File: config.mk
export PLATFORM = sky130hd
export DESIGN_NAME = wash_phase_timer_flat
export DESIGN_NICKNAME = d
export VERILOG_FILES = /design/src/rtl/wash_phase_timer_if.sv /design/src/rtl/wash_phase_timer.sv /design/src/flat_wrapper.sv
export SDC_FILE = /design/constraint.sdc
export NUM_CORES = 1
export LEC_CHECK = 0
export ABC_AREA = 1
export CORE_ASPECT_RATIO = 0.5
export CORE_MARGIN = 1.5
export CORE_UTILIZATION = 53
export DETAILED_ROUTE_END_ITERATION = 16
export HOLD_SLACK_MARGIN = 0.1
export PLACE_DENSITY = 0.78
export SETUP_SLACK_MARGIN = 0.5
export SYNTH_ARGS = -nofsm -noshare
export SYNTH_HDL_FRONTEND = slang
export SYNTH_SLANG_ARGS = --single-unit
File: constraint.sdc
create_clock -name clk_N -period 3.03 [get_ports clk_N]
set_input_delay 0.909 -clock clk_N [delete_from_list [all_inputs] [get_ports clk_N]]
set_output_delay 0.909 -clock clk_N [all_outputs]
set_load 0.05 [all_outputs]
File: src/rtl/wash_phase_timer_if.sv
// Interface between the washing-machine controller and its phase timer.
//   state          controller state code (0 START .. 11 PAUSE)
//   status_weight  load weight 0..3
//   light_running  1 = machine running, 0 = paused
//   timer_out      one-cycle pulse when the current phase expires
//   timer_set      seconds remaining in the current phase
//   water_line     modelled drum water level (0..200)
// master = controller side, slave = timer side.
interface wash_phase_timer_if;
  logic [3:0] state;
  logic [1:0] status_weight;
  logic       light_running;
  logic       timer_out;
  logic [3:0] timer_set;
  logic [7:0] water_line;

  modport master (
    output state, status_weight, light_running,
    input  timer_out, timer_set, water_line
  );

  modport slave (
    input  state, status_weight, light_running,
    output timer_out, timer_set, water_line
  );
endinterface

File: src/rtl/wash_phase_timer.sv
// Per-phase countdown and water-level model for the washing-machine controller.
// Loads a duration when the controller enters a timed phase, counts it down one
// second at a time, and emits a one-cycle timer_out pulse one cycle after the
// countdown reaches zero. Models the drum water level during fill/drain phases.
// Ports:
//   clk_N  system clock, all logic on posedge
//   rst    synchronous reset, active-low
//   bus    slave side of wash_phase_timer_if (state/weight/running in,
//          timer_out/timer_set/water_line out)
module wash_phase_timer #(
  parameter int unsigned TICKS_PER_SEC = 1,
  parameter int unsigned WATER_UNIT    = 50,
  parameter int unsigned WASH_SEC      = 9,
  parameter int unsigned SPIN_SEC      = 3,
  parameter int unsigned RINSE_SEC     = 6,
  parameter int unsigned DRY_SEC       = 5
) (
  input  logic              clk_N,
  input  logic              rst,
  wash_phase_timer_if.slave bus
);

  typedef enum logic [3:0] {
    START      = 4'd0,
    XI_1_IN    = 4'd1,
    XI_2_WASH  = 4'd2,
    PIAO_1_OUT = 4'd3,
    PIAO_2_DRY = 4'd4,
    PIAO_3_IN  = 4'd5,
    PIAO_4_RI  = 4'd6,
    TUO_1_OUT  = 4'd7,
    TUO_2_DRY  = 4'd8,
    FINISH     = 4'd9,
    SHUT_DOWN  = 4'd10,
    PAUSE      = 4'd11
  } phase_t;

  localparam int unsigned PW = (TICKS_PER_SEC > 1) ? $clog2(TICKS_PER_SEC) : 1;
  localparam logic [PW-1:0] PRE_LAST = PW'(TICKS_PER_SEC - 1);
  localparam logic [9:0]    UNIT10   = 10'(WATER_UNIT);
  localparam logic [7:0]    UNIT8    = 8'(WATER_UNIT);

  phase_t        cur;
  phase_t        last_phase;
  logic [3:0]    timer_set_q;
  logic [7:0]    water_q;
  logic [PW-1:0] prescaler;
  logic [1:0]    weight_q;
  logic          done;
  logic          pend;
  logic          timer_out_q;

  logic          timed, is_fill, is_drain, idle;
  logic [3:0]    duration;
  logic          load, run, tick;
  logic [9:0]    target, fill_sum;
  logic [7:0]    fill_next, drain_next;

  always_comb begin
    cur      = phase_t'(bus.state);
    timed    = 1'b0;
    is_fill  = 1'b0;
    is_drain = 1'b0;
    idle     = 1'b0;
    duration = '0;
    case (cur)
      XI_1_IN, PIAO_3_IN: begin
        timed    = 1'b1;
        is_fill  = 1'b1;
        duration = {2'b00, bus.status_weight} + 4'd2;
      end
      PIAO_1_OUT, TUO_1_OUT: begin
        timed    = 1'b1;
        is_drain = 1'b1;
        duration = {2'b00, bus.status_weight} + 4'd2;
      end
      XI_2_WASH:  begin timed = 1'b1; duration = 4'(WASH_SEC);  end
      PIAO_2_DRY: begin timed = 1'b1; duration = 4'(SPIN_SEC);  end
      PIAO_4_RI:  begin timed = 1'b1; duration = 4'(RINSE_SEC); end
      TUO_2_DRY:  begin timed = 1'b1; duration = 4'(DRY_SEC);   end
      FINISH, PAUSE: ;
      default:    idle = 1'b1;  // START, SHUT_DOWN and illegal codes
    endcase

    // PAUSE leaves last_phase untouched, so returning to the same phase does not reload.
    load = timed && (cur != last_phase);
    run  = timed && bus.light_running && !done && !load;
    tick = run && (prescaler == PRE_LAST);

    // Fill target uses the weight latched at load, not the live input.
    target     = UNIT10 * ({8'b0, weight_q} + 10'd1);
    fill_sum   = {2'b00, water_q} + UNIT10;
    fill_next  = (fill_sum >= target) ? target[7:0] : fill_sum[7:0];
    drain_next = (water_q <= UNIT8) ? '0 : water_q - UNIT8;
  end

  always_ff @(posedge clk_N) begin
    if (!rst) begin
      timer_out_q <= 1'b0;
      timer_set_q <= '0;
      water_q     <= '0;
      prescaler   <= '0;
      last_phase  <= START;
      weight_q    <= '0;
      done        <= 1'b0;
      pend        <= 1'b0;
    end else begin
      // Expiry is flagged in pend so the pulse lands one cycle after timer_set hits 0.
      timer_out_q <= pend;
      pend        <= 1'b0;
      if (load) begin
        timer_set_q <= duration;
        prescaler   <= '0;
        done        <= 1'b0;
        timer_out_q <= 1'b0;
        last_phase  <= cur;
        weight_q    <= bus.status_weight;
      end else if (run) begin
        if (tick) begin
          prescaler <= '0;
          if (timer_set_q <= 4'd1) begin
            timer_set_q <= '0;
            done        <= 1'b1;
            pend        <= 1'b1;
          end else begin
            timer_set_q <= timer_set_q - 4'd1;
          end
          if (is_fill)
            water_q <= fill_next;
          else if (is_drain)
            water_q <= drain_next;
        end else begin
          prescaler <= prescaler + PW'(1);
        end
      end else if (idle) begin
        timer_set_q <= '0;
        water_q     <= '0;
        prescaler   <= '0;
        last_phase  <= START;
        done        <= 1'b0;
        timer_out_q <= 1'b0;
      end
    end
  end

  assign bus.timer_out  = timer_out_q;
  assign bus.timer_set  = timer_set_q;
  assign bus.water_line = water_q;

endmodule
File: src/flat_wrapper.sv
// flat-port wrapper written by rule: the top's interface ports become plain ports
module wash_phase_timer_flat 
#(
  parameter int unsigned TICKS_PER_SEC = 1,
  parameter int unsigned WATER_UNIT    = 50,
  parameter int unsigned WASH_SEC      = 9,
  parameter int unsigned SPIN_SEC      = 3,
  parameter int unsigned RINSE_SEC     = 6,
  parameter int unsigned DRY_SEC       = 5
)
  (clk_N, rst, bus_state, bus_status_weight, bus_light_running, bus_timer_out, bus_timer_set, bus_water_line);
  wash_phase_timer_if bus_i ();
  input  logic clk_N;
  input  logic rst;
  input wire logic [$bits(bus_i.state)-1:0] bus_state;
  input wire logic [$bits(bus_i.status_weight)-1:0] bus_status_weight;
  input wire logic [$bits(bus_i.light_running)-1:0] bus_light_running;
  output wire logic [$bits(bus_i.timer_out)-1:0] bus_timer_out;
  output wire logic [$bits(bus_i.timer_set)-1:0] bus_timer_set;
  output wire logic [$bits(bus_i.water_line)-1:0] bus_water_line;
  assign bus_i.state = bus_state;
  assign bus_i.status_weight = bus_status_weight;
  assign bus_i.light_running = bus_light_running;
  assign bus_timer_out = bus_i.timer_out;
  assign bus_timer_set = bus_i.timer_set;
  assign bus_water_line = bus_i.water_line;
  wash_phase_timer #(.TICKS_PER_SEC(TICKS_PER_SEC), .WATER_UNIT(WATER_UNIT), .WASH_SEC(WASH_SEC), .SPIN_SEC(SPIN_SEC), .RINSE_SEC(RINSE_SEC), .DRY_SEC(DRY_SEC)) u_core (.clk_N(clk_N), .rst(rst), .bus(bus_i));
endmodule
==> results of run 1 <==
## synth_stat cells (all sizes together)
| cell | n |
|---|---|
| buf | 5 |
| and2 | 1 |
| xnor2 | 4 |
| o22ai | 2 |
| nand2 | 108 |
| ha | 18 |
| nand3 | 28 |
| conb | 1 |
| nand4 | 2 |
| o21ai | 7 |
| inv | 42 |
| xor2 | 6 |
| a21oi | 18 |
| nor3 | 2 |
| nor2 | 55 |
| and3 | 1 |
| a31oi | 1 |
| clkbuf | 3 |
| dfxtp | 21 |
## layout by cell type, fill, tap and decap left out, types with 6 or more instances in the layout
master           synthesis  final
nand2_1                104    103
nor2_1                  49     47
inv_1                   39     38
nand3_1                 27     25
a21oi_1                 18     17
ha_1                    18     16
clkdlybuf4s50_1          0     15
dfxtp_1                 21     15
xor2_1                   6      6
nor2_2                   4      6
o21ai_0                  6      6
## per-stage QoR
step	instance area (um^2)	hold slack [ns]	worst slack, ns	total power, W	util
after global routing	2320	0.499	0.505	0.00115	0.672
final	2320	0.478	0.560	0.00105	0.672
after floorplan	1930	0.431	0.564	0.000726	-
after global placement	2190	0.454	0.144	0.000824	0.634
after detailed placement	2190	0.469	0.0376	0.000839	0.634
after CTS	2250	0.478	0.525	0.00103	0.651
## worst max path at each step
stage | startpoint | end | slack [ns] | cells after the start
after floorplan | u_core.bus.water_line[1] | u_core.bus.water_line[1] | 0.56 | 19
after global placement | bus_state[3] | u_core.bus.water_line[2] | 0.14 | 14
after detailed placement | bus_state[3] | u_core.bus.water_line[3] | 0.04 | 14
after CTS | u_core.weight_q[0] | u_core.bus.water_line[5] | 0.52 | 16
after global routing | u_core.weight_q[0] | u_core.bus.water_line[4] | 0.50 | 17
final | u_core.bus.water_line[6] | bus_water_line[6] | 0.56 | 1
## layout make-up
type	count	area (um^2)
Multi-Input combinational cell	255	1360
Tap cell	51	63.8
Fill cell	323	1130
Sequential cell	21	433
Clock buffer	4	45.0
Timing Repair Buffer	26	256
Inverter	42	161
## power by group through the flow
stage               sequential [W]  combinational (W)  clock (W)
floorplan                 0.000383           0.000342          0
global placement          0.000337           0.000487          0
detailed placement        0.000339           0.000500          0
CTS                       0.000333           0.000510   0.000184
global route              0.000335           0.000616   0.000196
finish                    0.000333           0.000544   0.000175
## layer usage
layer,wire (um),up-vias,track usage
li1,-,1059,-
met1,2110,908,0.303
met3,199,2,0.0399
met5,0,-,0
met2,2060,46,0.409
met4,11,0,0.0313
## sequential cells by signal (all words and copies together), names as in the netlist
| name | flops |
|---|---|
| u_core.bus.timer_out | 1 |
| u_core.weight_q | 2 |
| u_core.prescaler | 1 |
| u_core.bus.timer_set | 4 |
| u_core.pend | 1 |
| u_core.done | 1 |
| u_core.bus.water_line | 7 |
| u_core.last_phase | 4 |
## timing repair
action	4_1_cts	5_1_grt
cloned	1	0
buffers inserted	0	2
gates resized for setup	8	15
endpoints found under the setup margin	11	8
pin swaps	1	5
## cell families after synthesis
group / Yosys count / synth area share
flip-flops: 21 / 0.218
AND/OR/NAND/NOR: 197 / 0.435
buffers and inverters: 50 / 0.108
AO/OA/AOI/OAI: 28 / 0.0746
XOR/XNOR: 10 / 0.0454
other: 1 / 0.00194
adder cells (fa/ha/maj): 18 / 0.117
==> impl_metrics.yaml, run 1 <==
synthesis:
  ys_ff_latch: 21
  syn_inst: 325
  synth_area_per_cell_um2: 5.93
  synth_nets: 352
  yosys.area.top_type: "dfxtp_1"
  synthTopCellsByArea: "dfxtp_1, nand2_1, ha_1"
  synth_top_area_frac: 0.218
  ys_seq_area_frac: 0.218
  synth.yosys.warnings: 0
  syn-cell-area_um2: 1930
  yosysUniqueCellTypes: 28
power:
  vdd_ir_drop_max_uv: 323
  powerDensity_nw_per_um2: 453
  clockPowerShare: 0.166
  p_seq_frac: 0.316
  power_switching_w: 0.000460
  internal-power_w: 0.000592
  leakage_nw: 1.14
  combPwrFrac: 0.517
  swShare: 0.437
setup_path:
  reg2reg_depth: 16
  rr_endpoint: "u_core.bus.water_line[5]"
  arrival_ns: 1.56
  critPathTopFamily: "buffers and inverters"
  end_kind: "output pin"
  crit_fanout: 8
  crit_path_max_incr_delay_ns: 0.85
  critical_path_buf_inv_count: 1
  timing.critical_path.cells: "clkdlybuf4s50_1"
  worst-setup-path-type: "reg2out"
  crit_slowest_cell: "clkdlybuf4s50_1"
  regToRegSetupSlack_ns: 0.70
  critPathLaunchType: "flip-flop"
  r2r-start: "u_core.weight_q[0]"
  worstPathRequired_ns: 2.12
drt:
  post-route-drc-count: 0
  drt_iter0_markers: 81
  drt_wl_total_mm: 4.38
  vias_per_cell: 5.05
  wire_per_inst_um: 11.0
  dr.pass1.iters: 4
  antenna_left: 0
  vias: 2015
cells_and_area:
  syn2layout_area_growth_pct: 20.3
  final_cells: 399
  nets: 376
  antenna_cells: 0
  drive_gt1_frac: 0.115
floorplan:
  dieHeight_um: 45.7
  core_um2: 3450
  initial_core_util: 0.558
  dieWidth_um: 88.3
  die-area_um2: 4030
  ios: 22
  rows: 15
min_path:
  hp-start: "u_core.last_phase[1]"
  hold_end: "u_core.last_phase[1]"
  worstHoldPathCells: 2
  holdCritPathClass: "reg2reg"
flow_run:
  cap_violations: 0
placed_design:
  dpl.cell_count: 392
  io_buffer_count: 20
  place.detailed.hpwl_mm: 3.46
  gp_congestion: 0.911
grt:
  grt_pass1_wl_mm: 7.11
  grt_usage: 0.229
  grt.overflow.total: 0
  antenna_found_initial: 0
  grt_pass1_vias: 1634
  grt_max_degree: 15
sta:
  slew_headroom: 0.654
  skew_ns: 0.00135
  worstMarginPinSlew_ns: 0.517
  fin_crit_ns: 2.47
  setup_viol: 0
  grt_setup_unrepaired: "true"
  period_share: 0.815
  fmax_mhz: 405
  setup_tns_ns: 0
  maxSlewViolCount: 0
  hold_viol: 0
cts:
  hold_buffers: 0
  root_buffer: "clkbuf_8"
  clkTransAtPathRegs_ns: 0.07
  worstSkewPairLatency_ns: 0.26
  htreeDepth: 1
  cts_sinks: 21
  numCtsBuffers: 3
  clock_path_buffers: 2
  cts_tree: "yes"
outcome:
  status: "complete, no violations"
(Power assumes the default switching activity.)
==> inputs of run 2 (changes only) <==
==> constraint.sdc (replaced) <==
create_clock -name clk_N -period 2.4 [get_ports clk_N]
set_input_delay 0.72 -clock clk_N [delete_from_list [all_inputs] [get_ports clk_N]]
set_output_delay 0.72 -clock clk_N [all_outputs]
set_load 0.05 [all_outputs]
==> run 2 against run 1 <==
Register-to-register slack worse by 0.55 ns. Flip-flop and latch count stayed put. Clock skew is 0.0071 ns higher. Wire length is 41% higher. Via count is 15% higher. Worst setup slack worse by 0.41 ns. Count of clock-buffer cells in the layout is 1 lower. Cell count is 7.0% higher. Non-clock buffer count is 28 higher. Die area stayed put. Global-route usage is 5.8 points higher. Cell area is 21% higher. Highest routed layer unchanged.
==> impl_metrics.yaml, run 2 (synthesis results as in run 1) <==
setup_path:
  critPathLaunchType: "flip-flop"
  rr_endpoint: "u_core.bus.water_line[5]"
  worst-setup-path-type: "reg2reg"
  crit_top_cell: "nand2_1"
  reg2reg_depth: 18
  regToRegSetupSlack_ns: 0.15
  r2r-start: "u_core.bus.water_line[1]"
  crit_path_max_incr_delay_ns: 0.40
  arrival_ns: 2.41
  crit_slowest_cell: "dfxtp_4"
  crit_fanout: 6
  critPathTopFamily: "simple AND/OR/NAND/NOR gates"
  critical_path_buf_inv_count: 2
  timing.critical_path.cells: "ha_4, nand2_4, nand3_4, nand2_1, nand2_1, nand2_2, ha_4, nand2_2, nor2_4, buf_4, nand2_4, buf_4, nand3_1, nand3_1, nand2_1, nand2_1, nand2_1, nor2_1"
  worstPathRequired_ns: 2.57
  end_kind: "flip-flop"
grt:
  grt.overflow.total: 0
  grt_max_degree: 15
  grt_pass1_wl_mm: 8.84
  grt_usage: 0.288
  antenna_found_initial: 0
  grt_pass1_vias: 1941
cts:
  root_buffer: "clkbuf_8"
  htreeDepth: 1
  cts_tree: "yes"
  clkTransAtPathRegs_ns: 0.08
  cts_sinks: 21
  numCtsBuffers: 3
  worstSkewPairLatency_ns: 0.27
  clock_path_buffers: 2
  hold_buffers: 0
drt:
  wire_per_inst_um: 14.5
  antenna_left: 0
  drt_wl_total_mm: 6.18
  vias_per_cell: 5.41
  dr.pass1.iters: 5
  drt_iter0_markers: 161
  vias: 2309
  post-route-drc-count: 0
placed_design:
  dpl_cell_area_um2: 2400
  place.detailed.hpwl_mm: 3.65
  io_buffer_count: 20
  gp_congestion: 0.882
cells_and_area:
  drive_gt1_frac: 0.351
  syn2layout_area_growth_pct: 45.9
  design_area_um2: 2810
  final_util: 0.814
  largest_reg_flops: 7
  nets: 404
  antenna_cells: 0
  final_common_cell: "nand2_1"
  layout_common_cells: "nand2_1, nor2_1, inv_1, buf_4, nand3_1"
sta:
  hold_viol: 0
  period_share: 0.937
  fmax_mhz: 445
  setup_viol: 0
  fin_crit_ns: 2.25
  grt_setup_unrepaired: "true"
  skew_ns: 0.00848
  maxSlewViolCount: 0
min_path:
  worstHoldPathCells: 2
  hold_end: "u_core.last_phase[2]"
  holdCritPathClass: "reg2reg"
  hp-start: "u_core.last_phase[2]"
floorplan:
  ios: 22
  dieWidth_um: 88.3
  initial_core_util: 0.558
  rows: 15
  dieHeight_um: 45.7
  core_um2: 3450
  die-area_um2: 4030
power:
  powerDensity_nw_per_um2: 590
  leakage_nw: 1.33
  vdd_ir_drop_max_uv: 444
outcome:
  status: "complete, no violations"
flow_run:
  cap_violations: 0
run 2: how the worst max path moves through the flow:
stage	from	slack [ns]	endpoint	depth (start not counted)
6_report	u_core.bus.water_line[1]	0.15	u_core.bus.water_line[5]	18
4_1_cts	u_core.weight_q[1]	0.25	u_core.bus.water_line[1]	17
3_5_place_dp	bus_state[3]	-0.23	u_core.bus.water_line[5]	14
3_3_place_gp	bus_state[3]	-0.20	u_core.bus.water_line[6]	14
2_1_floorplan	u_core.bus.water_line[1]	0.22	u_core.bus.water_line[1]	19
5_1_grt	u_core.bus.water_line[3]	0.05	u_core.bus.water_line[4]	17
run 2: repair_timing:
item / CTS / global route
cloned: 1 / 0
gates resized for setup: 73 / 50
buffers inserted: 5 / 7
setup endpoints to repair: 33 / 26
pin swaps: 24 / 24
run 2: cell type report:
class,count,area [um^2]
Sequential cell,21,447
Inverter,42,166
Multi-Input combinational cell,255,1640
Timing Repair Buffer,54,449
Fill cell,230,641
Tap cell,51,63.8
Clock buffer,3,41.3
Clock inverter,1,5.00
run 2: per-stage QoR:
step	setup TNS [ns]	hold slack [ns]	total power, W	std cells	setup WS [ns]
2_1_floorplan	0	0.431	0.000966	325	0.219
3_3_place_gp	-2.08	0.448	0.00110	410	-0.197
3_5_place_dp	-2.55	0.468	0.00112	410	-0.226
4_1_cts	0	0.488	0.00146	420	0.249
5_1_grt	0	0.497	0.00176	427	0.0507
6_report	0	0.483	0.00166	427	0.152
run 2: power by group:
group	internal, W	switching, W	total, W
Sequential	0.000380	0.0000497	0.000429
Combinational	0.000396	0.000603	0.000999
Clock	0.000116	0.000115	0.000231
run 2: worst min-delay path: stages (launching register included):
cell	delay (ns)
dfxtp_1	0.32
nand2_1	0.07
a21oi_1	0.05
run 2: layer usage:
| metal | global-route usage | up-vias | wire length, um | share of wire |
|---|---|---|---|---|
| met5 | 0 | - | 0 | 0 |
| met4 | 0.0938 | 0 | 158 | 0.026 |
| met3 | 0.0435 | 22 | 423 | 0.068 |
| met2 | 0.516 | 120 | 3020 | 0.49 |
| met1 | 0.363 | 1054 | 2580 | 0.42 |
| li1 | - | 1113 | - | - |
==> inputs of run 3 (changes only) <==
--- a/config.mk
+++ b/config.mk
@@ -6,12 +6,11 @@
 export NUM_CORES = 1
 export LEC_CHECK = 0
 export ABC_AREA = 1
-export CORE_ASPECT_RATIO = 0.5
 export CORE_MARGIN = 1.5
 export CORE_UTILIZATION = 53
 export DETAILED_ROUTE_END_ITERATION = 16
 export HOLD_SLACK_MARGIN = 0.1
-export PLACE_DENSITY = 0.78
+export PLACE_DENSITY = 0.76
 export SETUP_SLACK_MARGIN = 0.5
 export SYNTH_ARGS = -nofsm -noshare
 export SYNTH_HDL_FRONTEND = slang
==> run 3 against run 2 <==
Sequential power shrank 2%. Critical path depth fell by 4. Sequential share of layout area grew 0.11 points. Cell count fell by 0.47%. Largest power group unchanged. Highest routed layer unchanged.
==> impl_metrics.yaml, run 3 (synthesis results as in run 1) <==
setup_path:
  reg2reg_depth: 14
  worstPathRequired_ns: 2.65
  critPathLaunchType: "flip-flop"
  regToRegSetupSlack_ns: 0.10
  crit_path_max_incr_delay_ns: 0.38
  crit_slowest_cell: "dfxtp_4"
  end_kind: "flip-flop"
  rr_endpoint: "u_core.bus.water_line[2]"
  worst-setup-path-type: "reg2reg"
  crit_top_cell: "nand2_1"
  critical_path_buf_inv_count: 2
  r2r-start: "u_core.weight_q[0]"
  cp_num_cells: 14
  crit_fanout: 7
  timing.critical_path.cells: "buf_4, ha_1, a21oi_2, ha_1, inv_1, nor2_4, nand3_2, and2_4, nand3_1, nand3_1, nand2_1, nand2_1, nand2_1, nor2_1"
  arrival_ns: 2.55
  crit_start: "u_core.weight_q[0]"
  critPathTopFamily: "simple AND/OR/NAND/NOR gates"
cts:
  root_buffer: "clkbuf_4"
  clock_path_buffers: 2
  worstSkewPairLatency_ns: 0.31
  clkTransAtPathRegs_ns: 0.12
  numCtsBuffers: 3
  hold_buffers: 0
  cts_sinks: 21
  htreeDepth: 1
  cts_tree: "yes"
grt:
  grt_max_degree: 15
  grt_pass1_wl_mm: 8.53
  antenna_found_initial: 0
  grt_pass1_vias: 2001
  grt.overflow.total: 0
  grt_usage: 0.259
power:
  powerDensity_nw_per_um2: 564
  power_switching_w: 0.000730
  combPwrFrac: 0.621
  swShare: 0.463
  p_seq_frac: 0.268
  internal-power_w: 0.000846
  clockPowerShare: 0.111
  vdd_ir_drop_max_uv: 279
  leakage_nw: 1.33
floorplan:
  ios: 22
  dieHeight_um: 63.3
  initial_core_util: 0.564
  die-area_um2: 4010
  dieWidth_um: 63.3
  rows: 21
  core_um2: 3420
cells_and_area:
  largest_reg_flops: 7
  antenna_cells: 0
  drive_gt1_frac: 0.348
  design_area_um2: 2790
  nets: 407
  syn2layout_area_growth_pct: 44.9
  final_common_cell: "nand2_1"
  final_util: 0.818
  layout_common_cells: "nand2_1, nor2_1, inv_1, buf_4, nand3_1"
  n_fill_cell: 241
drt:
  vias: 2229
  drt_wl_total_mm: 5.47
  antenna_left: 0
  vias_per_cell: 5.24
  post-route-drc-count: 0
  drt_iter0_markers: 200
  dr.pass1.iters: 5
  wire_per_inst_um: 12.9
sta:
  hold_viol: 0
  maxSlewViolCount: 0
  skew_ns: 0.00156
  grt_setup_unrepaired: "true"
  fmax_mhz: 435
  setup_viol: 0
  setup_ws_ns: 0.103
  period_share: 0.957
  setup_tns_ns: 0
  fin_crit_ns: 2.30
  worstMarginPinSlew_ns: 0.558
  slew_headroom: 0.624
min_path:
  holdCritPathClass: "reg2reg"
  worstHoldPathCells: 2
  hold_end: "u_core.prescaler"
  hp-start: "u_core.prescaler"
placed_design:
  place.detailed.hpwl_mm: 3.50
  io_buffer_count: 20
  gp_congestion: 0.915
  dp_slack_ns: -0.255
  dpl_cell_area_um2: 2440
flow_run:
  cap_violations: 0
outcome:
  status: "complete, no violations"
[run 3: cell count changes in the layout (fill, tap and decap cells not counted), moves of 3 or more]
cell	before	now
nand2_4	7	3
clkbuf_8	3	0
buf_2	3	6
buf_4	31	34
nand2_2	10	14
clkbuf_2	5	2
nor2_4	11	8
nor2_1	37	41
[run 3: power by group through the flow]
stage | clock network (W) | logic [W] | registers (W)
2_1_floorplan | 0 | 0.000478 | 0.000488
3_3_place_gp | 0 | 0.000712 | 0.000428
3_5_place_dp | 0 | 0.000726 | 0.000429
4_1_cts | 0.000183 | 0.000816 | 0.000420
5_1_grt | 0.000192 | 0.00106 | 0.000428
6_report | 0.000175 | 0.000979 | 0.000422
[run 3: through the flow]
step	cells	power, W	hold WS (ns)
floorplan	325	0.000966	0.431
global placement	409	0.00114	0.447
detailed placement	409	0.00115	0.448
CTS	418	0.00142	0.466
global route	425	0.00168	0.484
finish	425	0.00158	0.468
[run 3: cell type report]
| type | instances | area [um^2] | area share |
|---|---|---|---|
| clock buffers | 3 | 22.5 | 0.00806 |
| multi-input cells | 255 | 1610 | 0.578 |
| inverters | 42 | 166 | 0.0596 |
| well taps | 46 | 57.6 | 0.0206 |
| clock inverters | 1 | 5.00 | 0.00179 |
| repair buffers | 57 | 482 | 0.172 |
| flip-flops and latches | 21 | 447 | 0.160 |
[run 3: repair_timing]
| action | in CTS | in global routing |
|---|---|---|
| setup buffers | 4 | 7 |
| setup endpoints to repair | 33 | 24 |
| cloned | 1 | 0 |
| pin swaps | 22 | 28 |
| gates resized for setup | 72 | 42 |
[run 3: worst min-delay path, stage by stage (launching register included)]
cell,delay [ns]
dfxtp_1,0.35
nand2_1,0.06
nor2_1,0.03
[run 3: how the worst max path moves through the flow]
| stage | endpoint |
|---|---|
| floorplan | u_core.bus.water_line[1] |
| global placement | u_core.bus.water_line[3] |
| detailed placement | u_core.bus.water_line[6] |
| CTS | u_core.bus.water_line[1] |
| global route | u_core.bus.water_line[3] |
| finish | u_core.bus.water_line[2] |
[run 3: routing by layer]
metal  vias up  GRT usage  routed length [um]
met3        20     0.0250                 275
met5         -          0                   0
met2        83      0.483                2800
li1       1125          -                   -
met1      1001      0.307                2210
met4         0     0.0897                 189
